[config.mk]
export PLATFORM = sky130hd
export DESIGN_NAME = wn_pdcchrx_angle_repeater_arb
export DESIGN_NICKNAME = d
export VERILOG_FILES = /design/src/rtl/wn_pdcchrx_pkg.sv /design/src/rtl/wn_pdcchrx_angle_repeater_arb_rr_arb2.sv /design/src/rtl/wn_pdcchrx_angle_repeater_arb.sv
export SDC_FILE = /design/constraint.sdc
export NUM_CORES = 1
export LEC_CHECK = 0
export CAP_MARGIN = 5
export CELL_PAD_IN_SITES_DETAIL_PLACEMENT = 0
export CELL_PAD_IN_SITES_GLOBAL_PLACEMENT = 1
export CORE_UTILIZATION = 29
export CTS_BUF_LIST = sky130_fd_sc_hd__clkbuf_16
export CTS_CLUSTER_SIZE = 14
export DETAILED_ROUTE_END_ITERATION = 12
export PLACE_DENSITY = 0.95
export REMOVE_ABC_BUFFERS = 1
export SYNTH_ARGS = -nofsm -noshare
export SYNTH_HDL_FRONTEND = slang
export SYNTH_SLANG_ARGS = --single-unit
[constraint.sdc]
create_clock -name clk -period 5.4 [get_ports clk]
set_input_delay 0.54 -clock clk [delete_from_list [all_inputs] [get_ports clk]]
set_output_delay 0.54 -clock clk [all_outputs]
set_load 0.1 [all_outputs]
[src/rtl/wn_pdcchrx_pkg.sv]
// Shared definitions for the PDCCH RX angle repeater arbiter: config field layout,
// FSM states, stream select encoding and the expected pass length.
package wn_pdcchrx_pkg;

  localparam int unsigned CNT_W       = 9;
  localparam int unsigned CFG_INT_BIT = 8;
  localparam int unsigned CFG_PRB_MSB = 7;
  localparam int unsigned CFG_PRB_LSB = 2;
  localparam int unsigned CFG_SYM_MSB = 1;
  localparam int unsigned CFG_SYM_LSB = 0;

  localparam logic SEL_TOE = 1'b0;
  localparam logic SEL_FOE = 1'b1;

  typedef enum logic [2:0] {
    ST_IDLE  = 3'd0,
    ST_ARB   = 3'd1,
    ST_CFG   = 3'd2,
    ST_FWD   = 3'd3,
    ST_DRAIN = 3'd4
  } state_t;

  // Beats per pass: 6 per PRB when interleaved, otherwise one per PRB per symbol.
  function automatic logic [CNT_W-1:0] exp_len(input logic [8:0] cfg);
    logic [5:0] prb;
    logic [1:0] sym;
    prb = cfg[CFG_PRB_MSB:CFG_PRB_LSB];
    sym = cfg[CFG_SYM_MSB:CFG_SYM_LSB];
    if (cfg[CFG_INT_BIT]) exp_len = CNT_W'(prb) * CNT_W'(6);
    else                  exp_len = CNT_W'(prb) * CNT_W'(sym);
  endfunction

endpackage

[src/rtl/wn_pdcchrx_angle_repeater_arb_rr_arb2.sv]
// Two-way round-robin grant; ptr names the requester preferred on a tie.
module wn_pdcchrx_rr_arb2
  import wn_pdcchrx_pkg::*;
(
  input  logic [1:0] req,
  input  logic       ptr,
  output logic [1:0] gnt
);

  always_comb begin
    gnt = req;
    if (req == 2'b11) gnt = (ptr == SEL_FOE) ? 2'b10 : 2'b01;
  end

endmodule

[src/rtl/wn_pdcchrx_angle_repeater_arb.sv]
// Sequences one TOE pass and one FOE pass per config through a shared angle repeater,
// forwarding the granted stream and checking pass length and drain completion.
module wn_pdcchrx_angle_repeater_arb
  import wn_pdcchrx_pkg::*;
#(
  parameter int unsigned DW = 48,
  parameter int unsigned CW = 9
) (
  input  logic          clk,
  input  logic          rst,
  input  logic [CW-1:0] cfg_in_tdata,
  input  logic          cfg_in_tvalid,
  output logic          cfg_in_tready,
  input  logic [DW-1:0] toe_in_tdata,
  input  logic          toe_in_tvalid,
  output logic          toe_in_tready,
  input  logic          toe_in_tlast,
  input  logic [DW-1:0] foe_in_tdata,
  input  logic          foe_in_tvalid,
  output logic          foe_in_tready,
  input  logic          foe_in_tlast,
  output logic [CW-1:0] rep_cfg_tdata,
  output logic          rep_cfg_tvalid,
  input  logic          rep_cfg_tready,
  output logic [DW-1:0] rep_data_tdata,
  output logic          rep_data_tvalid,
  input  logic          rep_data_tready,
  output logic          rep_data_tlast,
  input  logic          rep_out_tvalid,
  input  logic          rep_out_tready,
  input  logic          rep_out_tlast,
  output logic          sel_out,
  output logic          busy,
  output logic          cfg_err,
  output logic          len_err
);

  state_t           r_state;
  state_t           w_state_nxt;
  logic [CW-1:0]    r_cfg;
  logic [CNT_W-1:0] r_exp;
  logic [CNT_W-1:0] r_beat_cnt;
  logic [1:0]       r_drain_cnt;
  logic [1:0]       r_done;
  logic             r_ptr;
  logic             r_sel;
  logic             r_rep_cfg_tvalid;
  logic             r_cfg_err;
  logic             r_len_err;
  logic             r_busy;

  logic       w_cfg_hs;
  logic       w_cfg_bad;
  logic [1:0] w_req;
  logic [1:0] w_gnt;
  logic       w_grant;
  logic       w_rep_cfg_hs;
  logic       w_beat_hs;
  logic       w_last_hs;
  logic       w_drain_hs;
  logic       w_drain_end;
  logic [1:0] w_done_nxt;

  assign w_cfg_hs     = cfg_in_tvalid & cfg_in_tready;
  assign w_cfg_bad    = (cfg_in_tdata[CFG_SYM_MSB:CFG_SYM_LSB] == 2'd0) ||
                        (cfg_in_tdata[CFG_PRB_MSB:CFG_PRB_LSB] == 6'd0);
  assign w_req        = {~r_done[1] & foe_in_tvalid, ~r_done[0] & toe_in_tvalid};
  assign w_grant      = (r_state == ST_ARB) && (|w_gnt);
  assign w_rep_cfg_hs = r_rep_cfg_tvalid & rep_cfg_tready;
  assign w_beat_hs    = rep_data_tvalid & rep_data_tready;
  assign w_last_hs    = w_beat_hs & rep_data_tlast;
  assign w_drain_hs   = (r_state == ST_DRAIN) & rep_out_tvalid & rep_out_tready & rep_out_tlast;
  assign w_drain_end  = w_drain_hs &&
                        (2'(r_drain_cnt + 2'd1) == r_cfg[CFG_SYM_MSB:CFG_SYM_LSB]);
  assign w_done_nxt   = r_done | (2'b01 << r_sel);

  wn_pdcchrx_rr_arb2 u_rr_arb2 (
    .req (w_req),
    .ptr (r_ptr),
    .gnt (w_gnt)
  );

  always_ff @(posedge clk) begin
    if (rst) r_state <= ST_IDLE;
    else     r_state <= w_state_nxt;
  end

  always_comb begin
    w_state_nxt = r_state;
    unique case (r_state)
      ST_IDLE:  if (w_cfg_hs && !w_cfg_bad) w_state_nxt = ST_ARB;
      ST_ARB:   if (|w_gnt) w_state_nxt = ST_CFG;
      ST_CFG:   if (w_rep_cfg_hs) w_state_nxt = ST_FWD;
      ST_FWD:   if (w_last_hs) w_state_nxt = ST_DRAIN;
      ST_DRAIN: if (w_drain_end) w_state_nxt = (&w_done_nxt) ? ST_IDLE : ST_ARB;
      default:  w_state_nxt = ST_IDLE;
    endcase
  end

  // Zero-latency pass-through of the granted stream; every ready is held low in reset.
  always_comb begin
    cfg_in_tready   = 1'b0;
    toe_in_tready   = 1'b0;
    foe_in_tready   = 1'b0;
    rep_data_tvalid = 1'b0;
    rep_data_tdata  = toe_in_tdata;
    rep_data_tlast  = toe_in_tlast;
    if (r_sel == SEL_FOE) begin
      rep_data_tdata = foe_in_tdata;
      rep_data_tlast = foe_in_tlast;
    end
    if (!rst) begin
      cfg_in_tready = (r_state == ST_IDLE);
      if (r_state == ST_FWD) begin
        if (r_sel == SEL_FOE) begin
          rep_data_tvalid = foe_in_tvalid;
          foe_in_tready   = rep_data_tready;
        end else begin
          rep_data_tvalid = toe_in_tvalid;
          toe_in_tready   = rep_data_tready;
        end
      end
    end
  end

  // The tie pointer moves only on the first grant of a job, so consecutive jobs alternate
  // which angle stream goes first.
  always_ff @(posedge clk) begin
    if (rst) begin
      r_cfg            <= '0;
      r_exp            <= '0;
      r_beat_cnt       <= '0;
      r_drain_cnt      <= '0;
      r_done           <= '0;
      r_ptr            <= SEL_TOE;
      r_sel            <= SEL_TOE;
      r_rep_cfg_tvalid <= 1'b0;
      r_cfg_err        <= 1'b0;
      r_len_err        <= 1'b0;
      r_busy           <= 1'b0;
    end else begin
      r_cfg_err <= w_cfg_hs & w_cfg_bad;
      r_len_err <= w_last_hs && (CNT_W'(r_beat_cnt + 9'd1) != r_exp);
      r_busy    <= (w_state_nxt != ST_IDLE);
      if (w_cfg_hs) begin
        r_cfg  <= cfg_in_tdata;
        r_exp  <= exp_len(9'(cfg_in_tdata));
        r_done <= '0;
      end
      if (w_grant) begin
        r_sel <= w_gnt[1] ? SEL_FOE : SEL_TOE;
        if (r_done == 2'b00) r_ptr <= w_gnt[1] ? SEL_TOE : SEL_FOE;
      end
      if (w_grant)           r_rep_cfg_tvalid <= 1'b1;
      else if (w_rep_cfg_hs) r_rep_cfg_tvalid <= 1'b0;
      if (w_beat_hs) r_beat_cnt <= w_last_hs ? '0 : CNT_W'(r_beat_cnt + 9'd1);
      if (w_drain_hs) begin
        if (w_drain_end) begin
          r_drain_cnt <= '0;
          r_done      <= w_done_nxt;
        end else begin
          r_drain_cnt <= 2'(r_drain_cnt + 2'd1);
        end
      end
    end
  end

  assign rep_cfg_tdata  = r_cfg;
  assign rep_cfg_tvalid = r_rep_cfg_tvalid;
  assign sel_out        = r_sel;
  assign busy           = r_busy;
  assign cfg_err        = r_cfg_err;
  assign len_err        = r_len_err;

endmodule
==> reports/qor.yml <==
setup_path:
  cpMaxStageDelayCell: "clkdlybuf4s50_1"
  path_max_fanout: 39
  worst_ep_required_time_ns: 4.86
  worstSetupPathType: "input pin to output pin"
  end_kind: "output pin"
  path_cells: "clkdlybuf4s50_1 -> buf_4 -> and4bb_4 -> nand2_1 -> nor2_1 -> clkdlybuf4s50_1"
  start_kind: "input pin"
  cpMostUsedCell: "clkdlybuf4s50_1"
  critPathArrivalTime_ns: 3.00
  cpPeakStageDelay_ns: 1.15
timing:
  tns_ns: 0
  maxSlewHeadroom: 0.318
  finalHoldViolCount: 0
  post-route-min-period_ns: 3.54
  finClkSkew_ns: 0.00795
  max_freq_mhz: 282
  worst_slew_pin_slew_ns: 1.02
  maxSlewViolCount: 0
  setup_viol: 0
  rsz0062_at_grt: "false"
  post-route-period-util: 0.656
  hold_ws_ns: 0.460
final_layout:
  utilization: 0.491
  final_common_cell: "clkdlybuf4s50_1"
  area.growth.synth_to_final_pct: 65.5
  drive_above_1_share: 0.128
  fin_nets: 694
  final_cell_mix: "183 x clkdlybuf4s50_1, 49 x mux2_2, 39 x dfxtp_1, 38 x nor2_1, 37 x a21oi_1"
  final_cell_area_sq_um: 5330
synth:
  syn_area_sq_um: 3220
  ys_seq_elements: 40
  synth_ff_type: "dfxtp_1"
  yosysWarnings: 0
  syn_inst: 387
  synth_area_leaders: "dfxtp_1 25%, mux2_2 17%, ha_1 5.8%"
  synth_edf_count: 0
  synth_top_cell_by_area: "dfxtp_1"
  synthArstFlopShare: 0
  synth.yosys.seq_area_share: 0.249
  synth_area_per_cell_sq_um: 8.32
  synth.distinct_cells: 65
  synth.top_cell.area_share: 0.249
global_route:
  overflow: 0
  grt_pass1_wl_mm: 19.0
  grtUsageTotal: 0.221
  antenna_found_initial: 10
  grt_pass1_vias: 3469
  grt_max_degree: 40
drt:
  remaining_drc_errors: 0
  drt-pass1-iter-count: 4
  vias: 3541
  wire_per_inst_microns: 18.1
  drt_iter0_drc: 135
  via_per_inst: 4.99
  wl_mm: 12.9
  postRouteAntennaNets: 0
cts:
  clkLatencyLatePin_ns: 0.29
  tritoncts: "built"
  clk_pin_slew_ns: 0.06
  ctsHoldBuffers: 0
  numCtsBuffers: 5
  cts-root-buf: "clkbuf_16"
  cts_buffer_depth: 2
  cts_setup_buffers: 0
  h-tree-depth: 2
  cts_num_sinks: 40
  cts_resized: 0
placed_design:
  globalplace.congestion: 1.01
  hpwl_mm: 10.6
  place_area_sq_um: 5130
  portBuffers: 183
power:
  p_leak_nw: 2.02
  p_per_area_nw_per_um2: 215
  peakVddDrop_mv: 0.141
floorplan:
  start_util: 0.297
  die_height_microns: 107
  row_count: 38
  die_w_microns: 107
  ios: 184
  design.die.area_sq_um: 11500
  coreArea_sq_um: 10800
hold_path:
  hold_class: "register to register"
flow_run:
  cap_violations: 0
status:
  status: "complete, no violations"
-- cell families after synthesis --
| kind of cell | Yosys count | share of synthesized area |
|---|---|---|
| flip-flops | 40 | 0.249 |
| buffers and inverters | 38 | 0.0564 |
| AND/OR/NAND/NOR | 139 | 0.232 |
| XOR/XNOR | 13 | 0.0354 |
| adder cells (fa/ha/maj) | 17 | 0.0708 |
| AO/OA/AOI/OAI | 86 | 0.166 |
| multiplexers | 54 | 0.191 |
-- synth_stat cells (7+ instances only) --
master / n
nor2b_1: 10
nor2_1: 38
mux2_2: 49
and2_1: 10
inv_1: 18
a21oi_1: 37
dfxtp_1: 40
nand2_1: 35
xnor2_1: 7
ha_1: 15
o21ai_0: 17
-- layout make-up --
class / count / area [sq um]
Antenna cell: 9 / 22.5
Tap cell: 140 / 175
Clock inverter: 3 / 46.3
Clock buffer: 5 / 125
Multi-Input combinational cell: 309 / 2240
Sequential cell: 40 / 802
Inverter: 19 / 71.3
Timing Repair Buffer: 185 / 1850
Fill cell: 1036 / 5520
-- state kept, by name, indices dropped and copies added (netlist names) --
signal and flops:
len_err 1, r_done 2, rep_cfg_tdata 9, r_drain_cnt 2
busy 1, cfg_err 1, r_beat_cnt 9, rep_cfg_tvalid 1
sel_out 1, r_state 3, r_exp 9, r_ptr 1
-- critical path, delay by kind of cell --
kind	cells	cell delay [ns]
buffers and inverters	3	1.81
AND/OR/NAND/NOR	3	0.63
-- path summary, 6_finish.rpt --
| path | endpoint | start | slack, ns | cells past startpoint |
|---|---|---|---|---|
| setup / recovery | toe_in_tready | rst | 1.86 | 6 |
| hold / removal | rep_cfg_tdata[7] | rep_cfg_tdata[7] | 0.46 | 2 |
| setup reg to reg | busy | sel_out | 2.92 | 6 |
| hold reg to reg | rep_cfg_tdata[7] | rep_cfg_tdata[7] | 0.46 | 2 |
-- report_power, final --
part	switching, mW	total (mW)	internal (mW)
clock network	0.129	0.348	0.220
logic	0.306	0.481	0.176
registers	0.00946	0.315	0.305
-- per-stage QoR --
step	setup WS, ns	cells	power, mW
2_1_floorplan	1.41	368	0.629
3_3_place_gp	1.88	693	0.798
3_5_place_dp	1.86	693	0.803
4_1_cts	1.85	701	1.15
5_1_grt	1.73	710	1.19
6_report	1.86	710	1.14
-- per-layer routing --
layer	global-route usage	share of wire
met5	0.0381	0.0050
met4	0.121	0.013
met3	0.0502	0.063
met2	0.394	0.52
met1	0.238	0.40
Power figures use the tool's default switching activity.
